File: config.mk
export PLATFORM = sky130hd
export DESIGN_NAME = ff_bank
export DESIGN_NICKNAME = d
export VERILOG_FILES = /design/src/rtl/ff_bank.sv
export SDC_FILE = /design/constraint.sdc
export NUM_CORES = 1
export LEC_CHECK = 0
export ABC_CLOCK_PERIOD_IN_PS = 2100
export BUFFER_PORTS_ARGS = -buffer_cell sky130_fd_sc_hd__buf_2
export CORE_ASPECT_RATIO = 1.2
export CORE_UTILIZATION = 45
export CTS_BUF_LIST = sky130_fd_sc_hd__clkbuf_4 sky130_fd_sc_hd__clkbuf_8
export DETAILED_ROUTE_END_ITERATION = 12
export PLACE_DENSITY = 0.74
export SYNTH_ARGS = -nofsm -noshare
export SYNTH_HDL_FRONTEND = slang
export SYNTH_SLANG_ARGS = --single-unit
File: constraint.sdc
create_clock -name clk -period 2.1 [get_ports clk]
set_input_delay 0.315 -clock clk [delete_from_list [all_inputs] [get_ports clk]]
set_output_delay 0.315 -clock clk [all_outputs]
set_load 0.05 [all_outputs]
File: src/rtl/ff_bank.sv
// ff_bank: WIDTH-bit register whose per-cycle update rule (D, T, SR, JK) is
// selected at run time through a registered mode. The block also reports
// SR/JK input conflicts, pulses when q changes, and keeps a saturating count
// of edges on which q changed.
module ff_bank #(
    parameter int               WIDTH     = 8,
    parameter logic [WIDTH-1:0] RESET_VAL = '0,
    parameter int               CNT_W     = 8
) (
    input  logic             clk,
    input  logic             rst,
    input  logic             mode_ld,
    input  logic [1:0]       mode_in,
    input  logic             en,
    input  logic [WIDTH-1:0] a,
    input  logic [WIDTH-1:0] b,
    input  logic             cnt_clr,
    output logic [WIDTH-1:0] q,
    output logic [1:0]       mode,
    output logic             changed,
    output logic             conflict,
    output logic [CNT_W-1:0] chg_cnt
);

    typedef enum logic [1:0] {
        MODE_D  = 2'b00,
        MODE_T  = 2'b01,
        MODE_SR = 2'b10,
        MODE_JK = 2'b11
    } mode_t;

    localparam logic [CNT_W-1:0] CNT_MAX = '1;

    mode_t            mode_r;
    logic [WIDTH-1:0] q_next;
    logic             changed_next;
    logic             conflict_next;

    assign mode = mode_r;

    // Next value of q under the currently active mode, plus the change and
    // conflict conditions that accompany that update.
    always_comb begin
        // NOTE: every combinational output gets a default first so no path
        // leaves it unassigned; that is what keeps this block latch-free.
        q_next        = q;
        changed_next  = 1'b0;
        conflict_next = 1'b0;
        if (en) begin
            case (mode_r)
                MODE_D:  q_next = a;
                MODE_T:  q_next = q ^ a;
                MODE_SR: q_next = a | (~b & q);
                MODE_JK: q_next = (a & ~q) | (~b & q);
            endcase
            changed_next  = (q_next != q);
            conflict_next = ((mode_r == MODE_SR) || (mode_r == MODE_JK)) && ((a & b) != '0);
        end
    end

    // Register bank, mode latch and the one-cycle report pulses.
    always_ff @(posedge clk) begin
        // NOTE: state is updated with non-blocking assignments so every
        // register samples pre-edge values regardless of statement order.
        if (rst) begin
            q        <= RESET_VAL;
            mode_r   <= MODE_D;
            changed  <= 1'b0;
            conflict <= 1'b0;
        end else begin
            q        <= q_next;
            changed  <= changed_next;
            conflict <= conflict_next;
            if (mode_ld) begin
                mode_r <= mode_t'(mode_in);
            end
        end
    end

    // Saturating change counter; clear wins over an increment on the same edge.
    always_ff @(posedge clk) begin
        if (rst || cnt_clr) begin
            chg_cnt <= '0;
        end else if (changed_next && (chg_cnt != CNT_MAX)) begin
            chg_cnt <= chg_cnt + 1'b1;
        end
    end

endmodule

==> impl_metrics.toml <==
[run_status]
status = "finished with violations"
violations = "negative setup slack"

[placed_design]
dp_hpwl_um = 2749
place_congestion = 0.8025
post-place-ws_ns = -0.2426
io_buffers = 42
place_inst = 279
dpl-instance-area_um2 = 1911

[critical_path]
crit_required_ns = 2.33
crit_path_start_kind = "flop"
end_kind = "flop"
cp_cell_sequence = "buf_6 > nand2_2 > a21boi_4 > nor4_2 > o22ai_1 > or4_4 > buf_6 > nand4_1 > mux2i_1"
path_delay_family = "simple AND/OR/NAND/NOR gates"
cpMostUsedCell = "buf_6"
rrSetupSlack_ns = -0.16
worst-path-max-fanout = 7
r2r_start = "mode[0]$_SDFFE_PP0P_"
r2r_end = "chg_cnt[5]$_SDFFE_PP0P_"
criticalPathCategory = "reg2reg"
crit_slowest_cell = "or4_4"
path_buf_inv = 2
crit_arrival_ns = 2.49
r2r_cells = 9
cpPeakStageDelay_ns = 0.58

[final_layout]
drive_gt1_share_pct = 54.80
layout.nets = 284
fin_util_pct = 71.68
fin_area_um2 = 2230
area.growth.synth_to_final_pct = 50.25
layoutNonFillerInstCount = 286
n_antenna_cell = 0

[timing]
fmax_mhz = 441.6
maxSlewHeadroom_pct = 71.08
clock_skew_ns = 0.003844
fin_ws_ns = -0.1647
holdWs_ns = 0.2528
finalSetupViolations = 9
post-route-period-util_pct = 107.8
min_period_ns = 2.265
hold_violations = 0
drv_slew = 0
fin_setup_tns_ns = -1.089
rsz0062_at_grt = "yes"
worst_slew_pin_slew_ns = 0.4323

[hold_path]
worstHoldStart = "mode_in[0]"
min_path_cells = 3
hold_end = "mode[0]$_SDFFE_PP0P_"
hold_class = "in2reg"

[pwr]
combinationalPowerShare_pct = 40.3
p_sw_share_pct = 35.95
p_clk_share_pct = 18.3
p_leak_nw = 0.9497
powerDensity_nw_per_um2 = 441.8
vdd_ir_drop_max_uv = 308.0
power.total_mw = 0.9851
p_int_mw = 0.6309
p_seq_share_pct = 41.4
power.switching_mw = 0.3542

[floorplanning]
rows = 22
die_y_um = 64.91
die_x_um = 54.42
start_util_pct = 47.71
design.core.area_um2 = 3110
die_area_um2 = 3532
design.portCount = 43

[clock_network]
cts-root-buf = "clkbuf_4"
clkTransAtPathRegs_ns = 0.11
htree_levels = 1
cts_tree = "done"
cts_buffers = 3
insertion_delay_ns = 0.29
clk_path_buf_depth = 2
cts.sinks = 20
cts_hold_buf = 0

[synthesis]
synth_area_per_cell_um2 = 7.978
ys_async_sr_fraction_pct = 0
synthesis.area_um2 = 1484
ys_seq_elements = 20
synth_simple_gate_area_share_pct = 31.20
ys_seq_area_share_pct = 26.98
synth_top_family_by_area = "simple AND/OR/NAND/NOR gates"
synthFlopType = "dfxtp_1"
synthAdderAreaFrac_pct = 7.589
synth_mux_area_share_pct = 2.698
synth_edf_count = 0
synth-compound-area-share_pct = 24.28
ys_warn_count = 0
synth_nets = 218
postSynthCellCount = 186
synth.distinct_cells = 38
synth-xor-area-share_pct = 0

[global_routing]
grt.overflow.total = 0
grt_start_max_net_pins = 17
grtUsageTotal_pct = 24.87
grt_pass1_vias = 1527
grt_antenna_before_repair = 0
grt_pass1_wl_um = 6561

[routing]
vias = 1661
first_pass_iters = 4
wirelength_um = 4245
wl_per_cell_um = 14.84
vias_per_cell = 5.808
drt_iter0_markers = 62
ant_nets = 0
drc = 0

[job]
cap_violations = 0
==> cells by family (layout without fill, tap and decap cells) <==
logic type	after synthesis	in the layout
multiplexers	4	4
adder cells (fa/ha/maj)	9	9
flip-flops	20	20
AO/OA/AOI/OAI	44	44
buffers and inverters	20	84
AND/OR/NAND/NOR	89	89
==> metal layers <==
| layer | up-vias | wire length (um) | global-route usage, % |
|---|---|---|---|
| li1 | 811 | - | - |
| met1 | 781 | 1697 | 30.27 |
| met2 | 61 | 2220 | 42.99 |
| met3 | 8 | 235 | 3.052 |
| met4 | 0 | 91 | 8.654 |
| met5 | - | 0 | 0 |
==> worst reg2reg max path: stages, from the launching register on <==
cell and delay [ns]:
dfxtp_4 0.39, buf_6 0.15, nand2_2 0.10, a21boi_4 0.07
nor4_2 0.30, o22ai_1 0.17, or4_4 0.58, buf_6 0.16
nand4_1 0.11, mux2i_1 0.19
==> state kept, by name (all words and copies together), names as in the netlist <==
register / count
mode: 2
conflict: 1
chg_cnt: 8
q: 8
changed: 1
==> timing repair <==
| item | 4_1_cts | 5_1_grt |
|---|---|---|
| cloned | 3 | 0 |
| setup endpoints to repair | 9 | 9 |
| resized for setup | 43 | 18 |
| pin swaps | 22 | 10 |
| setup buffers | 1 | 0 |
==> cell usage in the layout, fill, tap and decap left out, types with 4 or more instances in the layout <==
| master | instances |
|---|---|
| nand2_1 | 11 |
| nor4_2 | 4 |
| nor2_1 | 15 |
| nand2b_1 | 5 |
| o22ai_1 | 4 |
| ha_4 | 6 |
| nand2b_4 | 4 |
| nor2b_1 | 7 |
| inv_2 | 7 |
| nor3_1 | 8 |
| nand2_2 | 4 |
| mux2i_1 | 4 |
| o31a_1 | 8 |
| buf_4 | 20 |
| nor2_2 | 4 |
| buf_6 | 6 |
| dfxtp_1 | 10 |
| a21boi_2 | 5 |
| buf_2 | 45 |
| a211oi_1 | 9 |
| dfxtp_4 | 8 |
| and3_1 | 6 |
==> worst max path at each step <==
stage / startpoint / end / cells past startpoint
final: mode[0]$_SDFFE_PP0P_ / chg_cnt[5]$_SDFFE_PP0P_ / 9
after global routing: q[5]$_SDFFE_PP0P_ / chg_cnt[5]$_SDFFE_PP0P_ / 10
after CTS: q[3]$_SDFFE_PP0P_ / chg_cnt[5]$_SDFFE_PP0P_ / 10
after detailed placement: a[1] / chg_cnt[2]$_SDFFE_PP0P_ / 10
after global placement: a[1] / chg_cnt[2]$_SDFFE_PP0P_ / 10
after floorplan: q[7]$_SDFFE_PP0P_ / chg_cnt[6]$_SDFFE_PP0P_ / 10
==> cells in the mapped netlist (all sizes together) (4+ instances only) <==
library cell	count	area share, %
nor2	22	6.2
dfxtp	20	27
nand2	17	4.5
a211oi	10	5.4
inv	10	2.5
ha	9	7.6
nand2b	9	3.8
a21boi	8	4.3
nor2b	8	3.4
nor3	8	2.7
nor4	8	3.4
o31a	8	4.7
and3	6	2.5
buf	6	3.7
a31o	4	2.4
clkbuf	4	1.0
mux2i	4	2.7
o22ai	4	1.7
==> power by group through the flow <==
stage	clock network [mW]	logic (mW)	registers (mW)
4_1_cts	0.187	0.362	0.407
6_report	0.180	0.397	0.408
3_3_place_gp	0	0.315	0.412
2_1_floorplan	0	0.141	0.482
3_5_place_dp	0	0.318	0.412
5_1_grt	0.203	0.425	0.411
==> cell type report <==
class | count | area, um^2
Fill cell | 244 | 880.8
Timing Repair Buffer | 71 | 442.9
Inverter | 10 | 37.54
Sequential cell | 20 | 432.9
Tap cell | 36 | 45.04
Multi-Input combinational cell | 146 | 1249
Clock buffer | 3 | 22.52
No activity file was read; power rests on OpenSTA's default activity.
